## config.mk

```make
export PLATFORM = sky130hd
export DESIGN_NAME = pe_array_feeder
export DESIGN_NICKNAME = d
export VERILOG_FILES = /design/src/rtl/pe_feed_pkg.sv /design/src/rtl/pe_skew_line.sv /design/src/rtl/pe_array_feeder.sv
export SDC_FILE = /design/constraint.sdc
export NUM_CORES = 1
export LEC_CHECK = 0
export CORE_MARGIN = 2
export CORE_UTILIZATION = 37
export DETAILED_ROUTE_END_ITERATION = 10
export PLACE_DENSITY = 0.68
export SLEW_MARGIN = 20
export SYNTH_ARGS = -nofsm -noshare
export SYNTH_HDL_FRONTEND = slang
export SYNTH_SLANG_ARGS = --single-unit
export TNS_END_PERCENT = 1
```

## constraint.sdc

```tcl
create_clock -name clk -period 2.9 [get_ports clk]
set_input_delay 0.725 -clock clk [delete_from_list [all_inputs] [get_ports clk]]
set_output_delay 0.725 -clock clk [all_outputs]
set_load 0.1 [all_outputs]
```

## src/rtl/pe_feed_pkg.sv

```systemverilog
// Shared types and constants for the PE array feeder.
package pe_feed_pkg;

  typedef enum logic [1:0] {
    IDLE    = 2'd0,
    LOAD_WT = 2'd1,
    STREAM  = 2'd2,
    DRAIN   = 2'd3
  } state_t;

  localparam logic [2:0] PE_SHARE_NONE = 3'b000;
  localparam logic [2:0] PE_SHARE_ROW  = 3'b001;
  localparam logic [2:0] PE_SHARE_COL  = 3'b010;
  localparam logic [2:0] PE_SHARE_DIAG = 3'b011;
  localparam logic [2:0] PE_SHARE_ALL  = 3'b100;

  // A vector needs depth cycles to cross the rows and column cycles to reach the staged output.
  function automatic int acc_lat_default(input int depth, input int column);
    return depth + column;
  endfunction

endpackage

```

## src/rtl/pe_skew_line.sv

```systemverilog
// Fixed-length delay line for one activation lane; synchronous clear.
module pe_skew_line #(
  parameter int bit_width = 8,
  parameter int DELAY     = 1
) (
  input  logic                 clk,
  input  logic                 clr,
  input  logic [bit_width-1:0] din,
  output logic [bit_width-1:0] dout
);

  logic [bit_width-1:0] stage [DELAY];

  always_ff @(posedge clk) begin
    if (clr) begin
      for (int i = 0; i < DELAY; i++) stage[i] <= '0;
    end else begin
      stage[0] <= din;
      for (int i = 1; i < DELAY; i++) stage[i] <= stage[i-1];
    end
  end

  assign dout = stage[DELAY-1];

endmodule

```

## src/rtl/pe_array_feeder.sv

```systemverilog
// Feeds one PE block: loads weight rows, streams diagonally skewed activations,
// tracks which staged results are real, and signals tile completion.
module pe_array_feeder
  import pe_feed_pkg::*;
#(
  parameter int bit_width       = 8,
  parameter int systolic_depth  = 4,
  parameter int systolic_column = 16,
  parameter int ACC_LAT         = acc_lat_default(systolic_depth, systolic_column),
  parameter int NVEC_W          = 16
) (
  input  logic                                 clk,
  input  logic                                 rst_n,
  input  logic                                 cmd_valid,
  output logic                                 cmd_ready,
  input  logic [NVEC_W-1:0]                    cmd_nvec,
  input  logic                                 wt_valid,
  output logic                                 wt_ready,
  input  logic [bit_width*systolic_column-1:0] wt_row,
  input  logic                                 act_valid,
  output logic                                 act_ready,
  input  logic [bit_width*systolic_depth-1:0]  act_vec,
  output logic                                 is_wt,
  output logic [bit_width*systolic_column-1:0] wt_in,
  output logic [bit_width*systolic_depth-1:0]  data_in,
  output logic                                 acc_valid,
  output logic                                 done
);

  localparam int WC_W = $clog2(systolic_depth + 1);
  localparam int DC_W = $clog2(ACC_LAT + 1);
  localparam logic [WC_W-1:0] WT_LAST = WC_W'(systolic_depth - 1);
  localparam logic [DC_W-1:0] DR_LAST = DC_W'(ACC_LAT - 1);

  state_t              state;
  logic [NVEC_W-1:0]   nvec;
  logic [NVEC_W-1:0]   vec_cnt;
  logic [WC_W-1:0]     wt_cnt;
  logic [DC_W-1:0]     drain_cnt;
  logic [ACC_LAT-1:0]  tag;

  logic wt_fire;
  logic act_fire;
  logic [bit_width*systolic_depth-1:0] inject;

  assign wt_fire  = wt_valid & wt_ready;
  assign act_fire = act_valid & act_ready;
  // The array never stalls, so a missing vector becomes an all-zero bubble.
  assign inject   = act_fire ? act_vec : '0;
  assign acc_valid = tag[ACC_LAT-1];

  always_ff @(posedge clk) begin
    if (!rst_n) begin
      state     <= IDLE;
      cmd_ready <= 1'b1;
      wt_ready  <= 1'b0;
      act_ready <= 1'b0;
      is_wt     <= 1'b0;
      wt_in     <= '0;
      done      <= 1'b0;
      nvec      <= '0;
      vec_cnt   <= '0;
      wt_cnt    <= '0;
      drain_cnt <= '0;
      tag       <= '0;
    end else begin
      is_wt <= 1'b0;
      wt_in <= '0;
      done  <= 1'b0;
      tag   <= {tag[ACC_LAT-2:0], act_fire};
      case (state)
        IDLE: begin
          cmd_ready <= 1'b1;
          if (cmd_valid && cmd_ready) begin
            nvec      <= cmd_nvec;
            wt_cnt    <= '0;
            vec_cnt   <= '0;
            cmd_ready <= 1'b0;
            wt_ready  <= 1'b1;
            state     <= LOAD_WT;
          end
        end
        LOAD_WT: begin
          if (wt_fire) begin
            is_wt  <= 1'b1;
            wt_in  <= wt_row;
            wt_cnt <= wt_cnt + WC_W'(1);
            if (wt_cnt == WT_LAST) begin
              wt_ready <= 1'b0;
              if (nvec == '0) begin
                done  <= 1'b1;
                state <= IDLE;
              end else begin
                act_ready <= 1'b1;
                state     <= STREAM;
              end
            end
          end
        end
        STREAM: begin
          if (act_fire) begin
            vec_cnt <= vec_cnt + NVEC_W'(1);
            if (vec_cnt == nvec - NVEC_W'(1)) begin
              act_ready <= 1'b0;
              drain_cnt <= '0;
              state     <= DRAIN;
            end
          end
        end
        DRAIN: begin
          // Long enough for the last tag to leave the pipe and the skew lines to empty.
          if (drain_cnt == DR_LAST) begin
            done  <= 1'b1;
            state <= IDLE;
          end else begin
            drain_cnt <= drain_cnt + DC_W'(1);
          end
        end
        default: state <= IDLE;
      endcase
    end
  end

  for (genvar k = 0; k < systolic_depth; k++) begin : g_lane
    pe_skew_line #(
      .bit_width(bit_width),
      .DELAY    (k + 1)
    ) u_skew (
      .clk (clk),
      .clr (!rst_n),
      .din (inject[k*bit_width +: bit_width]),
      .dout(data_in[k*bit_width +: bit_width])
    );
  end

endmodule

```

Word level (Yosys, flattened, before mapping) --
Memory sizes are Yosys's and may differ from the RTL's. Index checks and enable logic that the tools add are counted.
Cells by class: bitwise gates (word level) 11, reductions and logical operators 17, equal/unequal tests 14, add/subtract/negate cells 4, mux-type cells 49
Operator list (count):
- $mux W8 | 10
- $mux W16 | 2
- $mux W32 | 1
- $pmux W16 S2 | 1
- $mux W1 | 17
- $add A16 B1 Y16 const B | 1
- $eq A16 B16 Y1 | 1
- $logic_not A16 Y1 | 1
- $ne A2 B2 Y1 const B | 8
- $sub A16 B1 Y16 const B | 1
- $mux W5 | 3
- $mux W2 | 7
- $reduce_and A6 Y1 | 2
- $pmux W5 S2 | 1
- $or A1 B1 Y1 | 9
- $reduce_and A3 Y1 | 3
- $pmux W2 S4 | 1
- $reduce_and A4 Y1 | 2
- $reduce_bool A2 Y1 | 4
- $reduce_or A8 Y1 | 1
- $mux W3 | 2
- $pmux W1 S2 | 3
- $pmux W3 S2 | 1
- $add A5 B1 Y5 const B | 1
- other kinds (9) | 12
Word-level totals: word-level logic and storage cells 111, input port bits 181, RAM bits 80, register bits 195, memories 4, output and inout bits 166
Memories:
- g_lane[3].u_skew.stage | depth 4, width 8, rd ports 4, clocked after Yosys merged registers in 0, wr ports 4, RTL line pe_skew_line.sv:12 | logic [bit_width-1:0] stage [DELAY];
- g_lane[2].u_skew.stage | depth 3, width 8, rd ports 3, clocked after Yosys merged registers in 0, wr ports 3, RTL line pe_skew_line.sv:12
- g_lane[1].u_skew.stage | depth 2, width 8, rd ports 2, clocked after Yosys merged registers in 0, wr ports 2, RTL line pe_skew_line.sv:12
- g_lane[0].u_skew.stage | depth 1, width 8, rd ports 1, clocked after Yosys merged registers in 0, wr ports 1, RTL line pe_skew_line.sv:12

Depth between registers and ports, before layout --
Gate-level depths: netlist of run 1.
word-level depth 5, gate-level depth with buffers 11, gate-level depth less buffers 9

Cells and area by module --
Synthesis of run 1 repeated with hierarchy kept, for this count alone.
Second synthesis, totals: cells, all modules 848, area, all modules 9002.4 um^2
By module, submodules not included:
- pe_array_feeder | seq. area each 3903.7 um^2, cells an instance 666, area an instance 6651.4 um^2, times used 1
- pe_skew_line at g_lane[3].u_skew | seq. area each 640.6 um^2, cells an instance 67, area an instance 863.3 um^2, times used 1
- pe_skew_line at g_lane[2].u_skew | seq. area each 480.5 um^2, cells an instance 58, area an instance 753.2 um^2, times used 1
- pe_skew_line at g_lane[1].u_skew | seq. area each 320.3 um^2, cells an instance 41, area an instance 524.3 um^2, times used 1
- pe_skew_line at g_lane[0].u_skew | seq. area each 160.2 um^2, cells an instance 16, area an instance 210.2 um^2, times used 1

Least setup slack after synthesis of run 1 --
OpenSTA, ideal clock, no wires.
kind reg2reg, start register nvec[0], end register act_ready, arrival 2.392 ns, cell stages (with the launch flop) 12, library setup time 0.118 ns, path buffers 2, data required time 2.782 ns, setup slack 0.390 ns, period minus slack after synthesis 2.510 ns, cell sequence dfxtp_1 > clkbuf_1 > inv_1 > ha_1 > buf_2 > or3b_2 > or4_1 > o211a_1 > o21ai_2 > and3_4 > and4_1 > nor2_1
On the way: word-level cells in the longest chain between the ends 4, elaborated cells between the ends (all ways) 6, those cells by class add/sub (1); eq/ne (3); reduce/logical (2)
RTL lines:
- start, declared | RTL line pe_array_feeder.sv:36 | logic [NVEC_W-1:0] nvec;
- start signal, assigned | RTL line pe_array_feeder.sv:75 | nvec <= cmd_nvec;
- $sub A16 B1 Y16 | RTL line pe_array_feeder.sv:103 | if (vec_cnt == nvec - NVEC_W'(1)) begin
- $eq A16 B16 Y1 | RTL line pe_array_feeder.sv:103
- $ne A2 B2 Y1 (no source line)
- $reduce_and A6 Y1 (no source line) *
- end signal, assigned | RTL line pe_array_feeder.sv:57 | act_ready <= 1'b0;
- end signal, assigned | RTL line pe_array_feeder.sv:94 | act_ready <= 1'b1;
- end signal, assigned | RTL line pe_array_feeder.sv:104 | act_ready <= 1'b0;
- end, declared | RTL line pe_array_feeder.sv:21 | output logic act_ready,
Mark *: on every way between the ends. The rest lies on a longest branch, timed or not. A chain may end at the register's enable or synchronous reset.

Worst setup path in the final report of run 1 --
start register nvec[0], end register drain_cnt[4]
On the way: word-level cells in the longest chain between the ends 4
RTL lines:
- $sub A16 B1 Y16 | RTL line pe_array_feeder.sv:103
- $eq A16 B16 Y1 | RTL line pe_array_feeder.sv:103
- $ne A2 B2 Y1 (no source line)
- $reduce_and A4 Y1 (no source line)
- end signal, assigned | RTL line pe_array_feeder.sv:116 | drain_cnt <= drain_cnt + DC_W'(1);
- end, declared | RTL line pe_array_feeder.sv:39 | logic [DC_W-1:0] drain_cnt;
No other way between the ends.

==> key figures, run 1 <==
Setup path
  • CP startpoint kind: register
  • Worst Path Required: 3.31 ns
  • Critical path type: register to register
  • Delay of the slowest cell on the worst path: 0.52 ns
  • Worst Path Max Fanout: 8
  • Critical-path cell list: inv_1 -> ha_1 -> or3b_2 -> or4_1 -> o211a_1 -> o21ai_2 -> and3_4 -> and4_1 -> nor2_1
  • Critical Path AT: 3.09 ns
  • Top cell family by delay on the critical path: simple AND/OR/NAND/NOR gates
  • Worst setup EP type: register
  • Max stage delay cell, worst path: sky130_fd_sc_hd__or4_1
  • Buffers and inverters on the worst path: 1

Power
  • Maximum vdd ir drop: 0.0003999 V
  • Power Dens Cells: 706.9 nW/um^2
  • Leak: 6.036 nW

STA
  • Unrepaired setup endpoints after global routing: false
  • Maximum achievable frequency: 372.3 MHz
  • Post-route clock skew: 0.01070 ns
  • Worst-case hold slack: 0.4245 ns
  • Transition time at the pin with the least slew margin: 0.7210 ns
  • Post-layout minimum cycle time: 2.686 ns
  • Final critical-path share of the clock period: 0.9263
  • Final setup TNS: 0 ns
  • Final Max Slew Viols: 0
  • Slew margin rel.: 0.5128
  • Final hold violation count: 0
  • Setup violators final: 0

Finish
  • Fraction of final layout cells sized beyond drive strength 1: 0.1995
  • Most frequent cells in the layout: sky130_fd_sc_hd__dfxtp_1 (275), sky130_fd_sc_hd__clkdlybuf4s50_1 (179), sky130_fd_sc_hd__buf_4 (171)
  • Most common library cell in the layout ignoring fill and taps: sky130_fd_sc_hd__dfxtp_1
  • Final Cell Area: 13100 um^2
  • Area added between synthesis and finish: 47.63%
  • Fin nets: 1334

Floorplanning
  • Die Height: 158.9 um
  • Num ports: 347
  • Area enclosed by the die boundary: 25240 um^2
  • Starting density of the core: 0.3769
  • Placement row count: 56
  • DIE WIDTH: 158.9 um
  • Total core area: 23540 um^2

Logic synthesis
  • Avg Cell Area, Syn: 10.60 um^2
  • Count of flip-flops with a built-in enable after synthesis: 0
  • Cell types with the largest area share after synthesis: sky130_fd_sc_hd__dfxtp_1 (62%), sky130_fd_sc_hd__and3_1 (9.5%), sky130_fd_sc_hd__and2_1 (7.3%)
  • Area share of the largest cell type after synthesis: 0.6204
  • Total of flip-flops plus latches after synthesis: 275
  • Number of warning messages in the yosys log: 0
  • Post-synthesis sequential area ratio: 0.6204
  • Number of instances in the synthesized netlist: 837
  • Nets in the synthesized netlist: 1023
  • Dominant register cell in the synthesized netlist: sky130_fd_sc_hd__dfxtp_1
  • Proportion of synthesized flip-flops having asynchronous set or reset: 0
  • Area leader, netlist: sky130_fd_sc_hd__dfxtp_1
  • Number of library cell types mapped by synthesis: 48
  • Post-Synthesis Cell Area: 8874 um^2

GRT
  • Via count of the first global-routing pass: 6416
  • Total routing resource utilization after global routing: 0.1868
  • First-pass GRT wire length: 37.29 mm
  • Antenna violations before repair: 7
  • Overall overflow remaining after global route: 0
  • Maximum number of pins on one net before global-route repair: 132

Routing
  • Overall via count from detail_route: 6843
  • Wirelength, routed: 24.48 mm
  • Antenna-violating nets left: 0
  • Number of design rule violations left after detail routing: 0
  • Wire per inst: 16.40 um
  • TritonRoute pass-1 iters: 4
  • Iteration-0 DRC count of the detailed router: 490
  • Avg Vias per Cell: 4.586

Clocking
  • Clock Path Buffers: 3
  • TritonCTS clock tree: built
  • Total CTS buffers: 29
  • Hold buffer count at CTS: 0
  • Clock latency of the later-clocked register in the worst-skew pair: 0.53 ns
  • Post-CTS Setup Bufs: 0
  • Number of cells upsized or downsized after cts: 0
  • Clock root buffer master: sky130_fd_sc_hd__clkbuf_16
  • Clock transition at the registers of the reported paths: 0.06 ns
  • # clock sinks: 275
  • H-tree depth: 1

Placed design
  • Global placer's final weighted congestion: 0.8250
  • Post-DP Area: 12070 um^2
  • Number of port buffers: 346
  • Detailed-placement wirelength estimate: 17.92 mm

Outcome
  • Result of the run: completed

Min path
  • Worst min-delay path category: register to register

Job
  • Maximum Capacitance Violations: 0
==> cell families after synthesis <==
| family | count (synthesis) | share of synthesized area |
|---|---|---|
| flip-flops | 275 | 0.6204 |
| adder cells (fa/ha/maj) | 5 | 0.007050 |
| buffers and inverters | 79 | 0.04131 |
| XOR/XNOR | 36 | 0.03553 |
| multiplexers | 1 | 0.001269 |
| AO/OA/AOI/OAI | 43 | 0.03497 |
| AND/OR/NAND/NOR | 398 | 0.2594 |
==> final timing paths <==
kind / from / end / slack, ns / cells past startpoint
max: nvec[0]$_SDFFE_PN0P_ / drain_cnt[4]$_SDFFE_PN0P_ / 0.21 / 9
min reg2reg: g_lane[1].u_skew.stage[0][1]$_SDFF_PN0_ / g_lane[1].u_skew.stage[0][9]$_SDFF_PN0_ / 0.42 / 1
max reg2reg: nvec[0]$_SDFFE_PN0P_ / drain_cnt[4]$_SDFFE_PN0P_ / 0.21 / 9
min: g_lane[1].u_skew.stage[0][1]$_SDFF_PN0_ / g_lane[1].u_skew.stage[0][9]$_SDFF_PN0_ / 0.42 / 1
==> metal layers <==
metal  GRT usage  vias to the layer above  routed length [um]
met3     0.05016                       43                1646
met1      0.2139                     3151                9697
met4     0.07521                        2                 751
met5           0                        -                  12
met2      0.3305                      255               12370
li1            -                     3392                   -
==> worst reg2reg max path: cells and delay by family (launching register included) <==
kind | cells | cell delay, ns
buf+inv | 1 | 0.11
compound gates | 2 | 0.21
simple gates | 5 | 1.55
fa+ha+maj | 1 | 0.32
flops | 1 | 0.38
==> power breakdown <==
| part | internal (mW) | switching, mW |
|---|---|---|
| Combinational | 0.548 | 0.879 |
| Clock | 2.42 | 1.44 |
| Sequential | 3.88 | 0.0976 |
==> registers in the layout, summed over array words and instances, names as in the netlist, named ones only <==
register,count
is_wt,1
state,1
g_lane.u_skew.stage,80
cmd_ready,1
wt_cnt,3
nvec,16
act_ready,1
vec_cnt,16
drain_cnt,5
done,1
tag,20
wt_ready,1
wt_in,128
==> synth_stat cells (all sizes together) (12+ instances only) <==
cell type and count:
and3 136, and2 103, nand2 55, nor2 32
dfxtp 275, xnor2 17, buf 19, a21boi 18
nand3 16, nor3 12, xor2 19, clkbuf 54
==> stage by stage <==
step	std cells	setup slack, ns	util	total power, mW
finish	1492	0.2138	0.5564	9.260
global route	1492	0.09272	0.5564	9.627
floorplan	837	0.3900	-	4.974
detailed placement	1436	0.2454	0.5128	5.479
CTS	1487	0.2341	0.5559	9.360
global placement	1436	0.3634	0.5128	5.470
==> final cells by class <==
class / instances / area (um^2)
fill: 2093 / 10440
sequential: 275 / 5505
clock buffer: 39 / 823.3
multi-input combinational: 483 / 3009
timing repair buffer: 353 / 3136
antenna: 5 / 12.51
tap: 319 / 399.1
inverter: 6 / 22.52
clock inverter: 12 / 192.7
(Power assumes the default switching activity.)
==> inputs of run 2 (changes only) <==
CELL_PAD_IN_SITES_DETAIL_PLACEMENT = 1   (was unset)
CELL_PAD_IN_SITES_GLOBAL_PLACEMENT = 2   (was unset)
CORE_MARGIN = unset   (was 2)
CORE_UTILIZATION = 26   (was 37)
PLACE_DENSITY = 0.78   (was 0.68)
==> run 2 against run 1 <==
Core utilization down 16 points. Largest power group unchanged. Largest cell class unchanged. Cell area grew 1.3%. Non-clock buffer count increased by 6. Critical endpoint is now drain_cnt[2]$_SDFFE_PN0P_. First-iteration DRC count down 62%. Sequential power is essentially flat. Clock-buffer cell count grew 2. Combinational power rose by 3%.
==> key figures, run 2 (same netlist as run 1, synthesis figures left out) <==
Routing
  • Overall via count from detail_route: 6856
  • Wire per inst: 15.79 um
  • Iteration-0 DRC count of the detailed router: 187
  • Met2 Routed Length: 12.12 mm
  • Antenna-violating nets left: 0
  • TritonRoute pass-1 iters: 4
  • Total length of routed met3 wires: 1.958 mm
  • Top routing layer in use: met4
  • Wirelength, routed: 25.65 mm
  • Avg Vias per Cell: 4.222
  • Number of design rule violations left after detail routing: 0
  • Wire length the detailed router placed on met1: 10.71 mm

Floorplanning
  • Num ports: 347
  • DIE WIDTH: 186.7 um
  • Starting density of the core: 0.2646
  • Area enclosed by the die boundary: 34870 um^2
  • Total core area: 33530 um^2
  • Die Height: 186.7 um
  • Placement row count: 67

Setup path
  • Top cell family by delay on the critical path: simple AND/OR/NAND/NOR gates
  • Worst setup EP type: register
  • CP startpoint kind: register
  • Worst Path Max Fanout: 8
  • Critical path type: register to register
  • Critical Path AT: 2.91 ns
  • Delay of the slowest cell on the worst path: 0.51 ns
  • Buffers and inverters on the worst path: 1
  • Max stage delay cell, worst path: sky130_fd_sc_hd__or4_1
  • Critical-path cell list: inv_1 -> ha_1 -> or3b_2 -> or4_1 -> o211a_1 -> o21ai_2 -> and3_4 -> and4_1 -> nor2_1
  • Worst Path Required: 3.34 ns

Clocking
  • H-tree depth: 1
  • Post-CTS Setup Bufs: 0
  • Clock Path Buffers: 3
  • Total CTS buffers: 31
  • Number of cells upsized or downsized after cts: 0
  • # clock sinks: 275
  • TritonCTS clock tree: built
  • Clock transition at the registers of the reported paths: 0.06 ns
  • Hold buffer count at CTS: 0
  • Clock latency of the later-clocked register in the worst-skew pair: 0.56 ns
  • Clock root buffer master: sky130_fd_sc_hd__clkbuf_16

GRT
  • Antenna violations before repair: 1
  • Total routing resource utilization after global routing: 0.1452
  • Via count of the first global-routing pass: 6980
  • Maximum number of pins on one net before global-route repair: 125
  • First-pass GRT wire length: 40.48 mm
  • Overall overflow remaining after global route: 0

Finish
  • Most common library cell in the layout ignoring fill and taps: sky130_fd_sc_hd__dfxtp_1
  • Flip-flop count of the largest register after layout: 128
  • Area added between synthesis and finish: 49.58%
  • Fin nets: 1342
  • Top reg by flops: wt_in
  • Antenna diode count: 0
  • Fraction of final layout cells sized beyond drive strength 1: 0.2049
  • Fill cells: 3721
  • Post-route non-filler standard cell count: 1624
  • Largest regs: wt_in (128), g_lane.u_skew.stage (80), tag (20)
  • Most frequent cells in the layout: sky130_fd_sc_hd__dfxtp_1 (275), sky130_fd_sc_hd__clkdlybuf4s50_1 (179), sky130_fd_sc_hd__buf_4 (177)

Power
  • Power Dens Cells: 695.4 nW/um^2
  • Leak: 6.050 nW
  • Overall power after layout: 9.230 mW
  • Maximum vdd ir drop: 0.0004582 V

STA
  • Post-layout minimum cycle time: 2.471 ns
  • Maximum achievable frequency: 404.7 MHz
  • Unrepaired setup endpoints after global routing: false
  • Transition time at the pin with the least slew margin: 0.7976 ns
  • Final hold violation count: 0
  • Final critical-path share of the clock period: 0.8521
  • Post-route clock skew: 0.008999 ns
  • Final Max Slew Viols: 0
  • Setup violators final: 0
  • Final setup TNS: 0 ns
  • Slew margin rel.: 0.4610
  • Worst-case hold slack: 0.4262 ns

Outcome
  • Result of the run: completed

Placed design
  • Cells after DPL: 1571
  • Number of port buffers: 346
  • Global placer's final weighted congestion: 0.8354
  • Detailed-placement wirelength estimate: 18.50 mm

Min path
  • Worst min-delay path category: register to register

Job
  • Maximum Capacitance Violations: 0
## run 2: metal layers
layer | vias to the layer above | track usage
met5 | - | 0
met2 | 246 | 0.2458
met3 | 51 | 0.04288
li1 | 3398 | -
met4 | 0 | 0.05013
met1 | 3161 | 0.1748
## run 2: stage by stage
step,utilization,cell area (um^2),setup WS (ns)
final,0.3958,13270,0.4289
after global routing,0.3958,13270,0.2611
after CTS,0.3958,13270,0.4076
after detailed placement,0.3663,12280,0.4290
after global placement,0.3663,12280,0.4373
after floorplan,-,8874,0.3900
## run 2: path summary, 6_finish.rpt
check | startpoint | end | slack (ns) | depth (start not counted)
worst max-delay path | nvec[0]$_SDFFE_PN0P_ | drain_cnt[2]$_SDFFE_PN0P_ | 0.43 | 9
worst min-delay path | tag[17]$_SDFF_PN0_ | tag[18]$_SDFF_PN0_ | 0.43 | 1
worst max register to register | nvec[0]$_SDFFE_PN0P_ | drain_cnt[2]$_SDFFE_PN0P_ | 0.43 | 9
worst min register to register | tag[17]$_SDFF_PN0_ | tag[18]$_SDFF_PN0_ | 0.43 | 1
## run 2: power by group
part | internal [mW] | switching (mW) | total [mW] | leakage (nW)
clock | 2.25 | 1.53 | 3.79 | 0.485
combinational | 0.560 | 0.909 | 1.47 | 3.35
sequential | 3.88 | 0.0996 | 3.98 | 2.22
total | 6.69 | 2.54 | 9.23 | 6.05
## run 2: layout make-up
class / count / area (um^2) / area share
Multi-Input combinational cell: 483 / 3014 / 0.2271
Inverter: 6 / 22.52 / 0.001697
Tap cell: 448 / 560.5 / 0.04223
Sequential cell: 275 / 5505 / 0.4148
Timing Repair Buffer: 359 / 3181 / 0.2396
Clock inverter: 12 / 126.4 / 0.009521
Clock buffer: 41 / 863.3 / 0.06505
## run 2: worst reg2reg max path, cell delays in order, from the launching register on
cell,delay (ns)
sky130_fd_sc_hd__dfxtp_1,0.38
sky130_fd_sc_hd__inv_1,0.11
sky130_fd_sc_hd__ha_1,0.17
sky130_fd_sc_hd__or3b_2,0.45
sky130_fd_sc_hd__or4_1,0.51
sky130_fd_sc_hd__o211a_1,0.14
sky130_fd_sc_hd__o21ai_2,0.06
sky130_fd_sc_hd__and3_4,0.22
sky130_fd_sc_hd__and4_1,0.25
sky130_fd_sc_hd__nor2_1,0.07
